[src/rtl/vram_write_arbiter.sv]
// VRAM-domain arbiter: scanout reads, queued GPMC writes and a hardware clear engine
// share four SPRAM banks with one access per clock.
module vram_write_arbiter #(
  parameter int unsigned STALL_LIMIT = 8,
  parameter logic [15:0] CLEAR_VALUE = 16'h0000
) (
  input  logic        i_clk,
  input  logic        i_reset_n,
  input  logic        i_wr_valid,
  output logic        o_wr_ready,
  input  logic [15:0] i_wr_addr,
  input  logic [15:0] i_wr_data,
  input  logic        i_rd_req,
  output logic        o_rd_ready,
  input  logic [15:0] i_rd_addr,
  output logic [15:0] o_rd_data,
  output logic        o_rd_valid,
  input  logic        i_clear_start,
  output logic        o_clear_busy,
  output logic        o_clear_done,
  output logic [13:0] o_ram_addr,
  output logic [15:0] o_ram_wdata,
  output logic [3:0]  o_ram_cs,
  output logic        o_ram_we,
  input  logic [63:0] i_ram_rdata
);

  localparam int unsigned StallW = $clog2(STALL_LIMIT + 1);

  typedef enum logic {StIdle, StClear} state_e;

  state_e              r_state;
  state_e              w_state_d;
  logic [15:0]         r_clear_addr;
  logic [15:0]         w_clear_addr_d;
  logic                r_clear_done;
  logic                w_clear_done_d;
  logic [StallW-1:0]   r_stall_cnt;

  logic                w_wr_pend;
  logic                w_force;
  logic                w_rd_grant;
  logic                w_wr_grant;
  logic [15:0]         w_wr_addr;
  logic [15:0]         w_wr_data;

  logic [13:0]         r_ram_addr;
  logic [15:0]         r_ram_wdata;
  logic [3:0]          r_ram_cs;
  logic                r_ram_we;

  // Read pipeline: p0 = request presented to SPRAM, p1 = SPRAM output valid.
  logic                r_rd_p0;
  logic                r_rd_p1;
  logic [1:0]          r_bank_p0;
  logic [1:0]          r_bank_p1;
  logic [15:0]         r_rd_data;
  logic                r_rd_valid;

  // In CLEAR the clear engine owns the write slot and is always pending.
  assign w_wr_pend  = (r_state == StClear) ? 1'b1 : i_wr_valid;
  assign w_force    = w_wr_pend && (r_stall_cnt == StallW'(STALL_LIMIT));
  assign w_rd_grant = i_rd_req && !w_force;
  assign w_wr_grant = w_wr_pend && !w_rd_grant;

  assign w_wr_addr  = (r_state == StClear) ? r_clear_addr : i_wr_addr;
  assign w_wr_data  = (r_state == StClear) ? CLEAR_VALUE : i_wr_data;

  // Handshakes are gated by reset so every output reads 0 while held in reset.
  assign o_rd_ready = i_reset_n && !w_force;
  assign o_wr_ready = i_reset_n && (r_state == StIdle) && (!i_rd_req || w_force);

  assign o_clear_busy = (r_state == StClear);
  assign o_clear_done = r_clear_done;
  assign o_ram_addr   = r_ram_addr;
  assign o_ram_wdata  = r_ram_wdata;
  assign o_ram_cs     = r_ram_cs;
  assign o_ram_we     = r_ram_we;
  assign o_rd_data    = r_rd_data;
  assign o_rd_valid   = r_rd_valid;

  always_ff @(posedge i_clk or negedge i_reset_n) begin
    if (!i_reset_n) begin
      r_state      <= StIdle;
      r_clear_addr <= '0;
      r_clear_done <= 1'b0;
    end else begin
      r_state      <= w_state_d;
      r_clear_addr <= w_clear_addr_d;
      r_clear_done <= w_clear_done_d;
    end
  end

  always_comb begin
    w_state_d      = r_state;
    w_clear_addr_d = r_clear_addr;
    w_clear_done_d = 1'b0;
    unique case (r_state)
      StIdle: begin
        // A write accepted in the same cycle is still issued this cycle.
        if (i_clear_start) begin
          w_state_d      = StClear;
          w_clear_addr_d = '0;
        end
      end
      StClear: begin
        if (w_wr_grant) begin
          w_clear_addr_d = r_clear_addr + 16'd1;
          if (r_clear_addr == 16'hFFFF) begin
            w_state_d      = StIdle;
            w_clear_done_d = 1'b1;
          end
        end
      end
      default: w_state_d = StIdle;
    endcase
  end

  always_ff @(posedge i_clk or negedge i_reset_n) begin
    if (!i_reset_n) begin
      r_stall_cnt <= '0;
    end else if (!w_wr_pend || w_wr_grant) begin
      r_stall_cnt <= '0;
    end else if (r_stall_cnt != StallW'(STALL_LIMIT)) begin
      r_stall_cnt <= r_stall_cnt + StallW'(1);
    end
  end

  // Address and data hold when idle so the banks see no spurious toggling.
  always_ff @(posedge i_clk or negedge i_reset_n) begin
    if (!i_reset_n) begin
      r_ram_addr  <= '0;
      r_ram_wdata <= '0;
      r_ram_cs    <= '0;
      r_ram_we    <= 1'b0;
    end else if (w_rd_grant) begin
      r_ram_addr  <= i_rd_addr[13:0];
      r_ram_cs    <= 4'b0001 << i_rd_addr[15:14];
      r_ram_we    <= 1'b0;
    end else if (w_wr_grant) begin
      r_ram_addr  <= w_wr_addr[13:0];
      r_ram_wdata <= w_wr_data;
      r_ram_cs    <= 4'b0001 << w_wr_addr[15:14];
      r_ram_we    <= 1'b1;
    end else begin
      r_ram_cs    <= '0;
      r_ram_we    <= 1'b0;
    end
  end

  always_ff @(posedge i_clk or negedge i_reset_n) begin
    if (!i_reset_n) begin
      r_rd_p0    <= 1'b0;
      r_rd_p1    <= 1'b0;
      r_bank_p0  <= '0;
      r_bank_p1  <= '0;
      r_rd_data  <= '0;
      r_rd_valid <= 1'b0;
    end else begin
      r_rd_p0    <= w_rd_grant;
      r_bank_p0  <= i_rd_addr[15:14];
      r_rd_p1    <= r_rd_p0;
      r_bank_p1  <= r_bank_p0;
      r_rd_valid <= r_rd_p1;
      if (r_rd_p1) begin
        r_rd_data <= i_ram_rdata[16*r_bank_p1 +: 16];
      end
    end
  end

endmodule

[config.mk]
export PLATFORM = sky130hd
export DESIGN_NAME = vram_write_arbiter
export DESIGN_NICKNAME = d
export VERILOG_FILES = /design/src/rtl/vram_write_arbiter.sv
export SDC_FILE = /design/constraint.sdc
export NUM_CORES = 1
export LEC_CHECK = 0
export CORE_MARGIN = 1
export CORE_UTILIZATION = 42
export CTS_BUF_LIST = sky130_fd_sc_hd__clkbuf_16
export DETAILED_ROUTE_END_ITERATION = 8
export PLACE_DENSITY = 0.9
export SYNTH_ARGS = -nofsm -noshare
export SYNTH_HDL_FRONTEND = slang
export SYNTH_SLANG_ARGS = --single-unit
export TNS_END_PERCENT = 50
[constraint.sdc]
create_clock -name i_clk -period 1.8 [get_ports i_clk]
set_input_delay 0.36 -clock i_clk [delete_from_list [all_inputs] [get_ports i_clk]]
set_output_delay 0.36 -clock i_clk [all_outputs]
set_load 0.01 [all_outputs]
==> out/qor.yml <==
status:
  status: "finished with violations"
  failed_checks: "design-rule violations, negative setup slack"
clocking:
  cts_tree: "built"
  ctsRootBufferMaster: "clkbuf_16"
  cts.sinks: 80
  clk_path_buf_depth: 2
  clk_latency_ns: 0.33
  postCtsHoldBufs: 0
  numCtsBuffers: 9
  htreeDepth: 3
  clk_pin_slew_worst_paths_ns: 0.06
finish:
  final_layout_size_suffix_gt1_share_pct: 19.9
  utilization_pct: 72.0
  area_delta_synth_final_pct: 64.1
  mostFrequentLayoutCells: "clkdlybuf4s50_1, dfrtp_1, nand2_1, o21ai_0, buf_4"
  nNetsFinal: 643
  final_area_mm2: 0.00637
  layout_commonest_cell: "clkdlybuf4s50_1"
  num_antenna_cells: 0
yosys:
  syn_area_mm2: 0.00388
  synthCells: 328
  ys_async_sr_fraction_pct: 100
  yosysUniqueCellTypes: 49
  syn-num-nets: 448
  seq_area_frac_synth_pct: 51.6
  synth.avg_cell_area_um2: 11.8
  yosys_warnings: 0
  synth-edff-count: 0
  synth_seq_cells: 80
  synthFlopType: "dfrtp_1"
detailed_routing:
  drtIter0Drc: 175
  remaining_drc_errors: 17
  vias_per_cell: 5.59
  drtAntennaViolNets: 0
  route.detailed.wl_per_inst_um: 19.9
  wl_um: 12700
  dr.pass1.iters: 9
  vias: 3558
global_routing:
  track_usage_pct: 26.5
  grt_overflow: 0
  grt_max_degree: 48
  antenna_found_initial: 0
  grt_pass1_vias: 3853
  grt_pass1_wl_um: 19800
sta:
  period_needed_ns: 1.88
  slew_viol_final: 0
  relSlewSlack_pct: 55.2
  rsz0062_at_grt: "true"
  min_period_over_period_pct: 104
  clock_skew_ns: 0.00589
  hold_violations: 0
  setup_viol: 4
  tightest_slew_ns: 0.670
  timing.final.ws_setup_ns: -0.0782
  max_freq_mhz: 532
pwr:
  power_leakage_nw: 2.75
  total_power_mw: 5.24
  irDropWorstVdd_v: 0.000494
  power.density_mw_per_mm2: 822
worst_setup_path:
  cp_max_fo: 4
  cp_data_arrival_time_ns: 2.14
  critPathCaptureType: "register"
  crit_path_start_kind: "register"
  path_class: "reg2reg"
  crit_required_ns: 2.06
floorplan:
  fp-row-count: 34
  initial_utilization_pct: 43.9
  io_pins: 173
  fp.dieH_um: 98.1
  dieArea_mm2: 0.00963
  die_x_um: 98.1
  placeableCoreArea_mm2: 0.00885
place:
  place_ws_ns: -0.469
  placed_area_mm2: 0.00590
  finalWeightedCongestion: 0.813
  io_buffers: 172
  hpwl_um: 8940
flow_run:
  drv_cap: 0
worst_hold_path:
  hold_class: "in2async"
synthesized netlist by cell type (2+ instances only):
master / n / area share, %
o32ai_1: 2 / 0.45
mux2_2: 17 / 4.9
buf_2: 8 / 1.0
nor3_1: 4 / 0.52
mux2i_1: 21 / 5.4
inv_2: 2 / 0.19
o41ai_1: 2 / 0.45
nand4_1: 3 / 0.48
and2_1: 2 / 0.32
nor2_1: 11 / 1.1
a32o_1: 2 / 0.52
nand3_1: 6 / 0.77
a31o_2: 2 / 0.45
a22o_1: 2 / 0.45
a22oi_1: 14 / 2.7
nand2_1: 46 / 4.4
a21oi_1: 7 / 0.90
o21ai_0: 33 / 4.3
clkbuf_1: 8 / 0.77
ha_1: 3 / 0.97
o21a_1: 2 / 0.39
a21o_1: 2 / 0.39
buf_4: 3 / 0.58
dfrtp_1: 80 / 52
a31oi_1: 3 / 0.48
inv_1: 5 / 0.48
mux4_2: 16 / 9.3
kinds of logic after synthesis:
family / count (synthesis) / share of synthesized area [%]
and+or+nand+nor: 81 / 10.2
DFF: 80 / 51.6
AOI/OAI and AO/OA: 79 / 13.6
muxes: 54 / 19.6
buffers and inverters: 29 / 3.58
adders and majority gates: 3 / 0.967
xor gates and xnor gates: 2 / 0.451
report_power, final:
| part | total, mW | leakage, nW | switching [mW] | internal [mW] |
|---|---|---|---|---|
| combinational | 1.10 | 1.57 | 0.430 | 0.667 |
| clock | 2.06 | 0.167 | 0.716 | 1.34 |
| sequential | 2.08 | 1.01 | 0.126 | 1.95 |
| total | 5.24 | 2.75 | 1.27 | 3.97 |
worst paths after layout:
| kind | from | to | slack [ns] | depth (start not counted) |
|---|---|---|---|---|
| worst max-delay path | r_stall_cnt[1] | r_clear_addr[11] | -0.08 | 8 |
| worst min-delay path | i_reset_n | r_clear_addr[15] | 0.007 | 2 |
| worst max register to register | r_stall_cnt[1] | r_clear_addr[11] | -0.08 | 8 |
| worst min register to register | r_bank_p0[1] | r_bank_p1[1] | 0.35 | 0 |
| max in group asynchronous | i_reset_n | o_rd_data[0] | 1.21 | 2 |
| min in group i_clk | r_bank_p0[1] | r_bank_p1[1] | 0.35 | 0 |
area by class of cell:
cell class	instances	area, um2
timing repair buffer	206	2030
clock inverter	7	111
fill	586	2480
multi-input combinational	219	1840
tap	108	135
inverter	7	26.3
clock buffer	9	225
sequential	80	2000
routing by layer:
layer | wire, um | track usage (%) | vias to the layer above | share of wire [%]
li1 | - | - | 1595 | -
met1 | 4760 | 29.3 | 1789 | 38
met2 | 6780 | 49.4 | 148 | 53
met3 | 852 | 5.44 | 26 | 6.7
met4 | 289 | 10.8 | 0 | 2.3
met5 | 0 | 0 | - | 0
critical path, stage by stage, from the launching register on:
cell       delay, ns
dfrtp_1         0.38
inv_1           0.06
ha_2            0.19
nand3b_4        0.10
buf_6           0.15
buf_6           0.11
a2111oi_4       0.39
nor3b_2         0.27
o21bai_4        0.15
timing repair:
action	4_1_cts	5_1_grt
gates cloned	0	1
pin swaps	2	2
endpoints found under the setup margin	19	37
gates resized for setup	19	11
buffers inserted	2	0
stage by stage:
step / hold slack (ns) / setup TNS, ns / std cells
after global placement: 0.333 / -6.25 / 617
final: 0.00729 / -0.232 / 636
after CTS: 0.00794 / -0.180 / 635
after global routing: 0.0123 / -0.702 / 636
after floorplan: 0.0644 / 0 / 328
after detailed placement: 0.335 / -8.99 / 617
sequential cells by signal, indices dropped and copies added, names as in the netlist:
signal and flops:
o_clear_busy 1, o_clear_done 1, o_ram_addr 14, o_ram_cs 4, o_ram_wdata 16, o_ram_we 1
o_rd_data 16, o_rd_valid 1, r_bank_p0 2, r_bank_p1 2, r_clear_addr 16, r_rd_p0 1
r_rd_p1 1, r_stall_cnt 4
No activity file was read; power rests on OpenSTA's default activity.
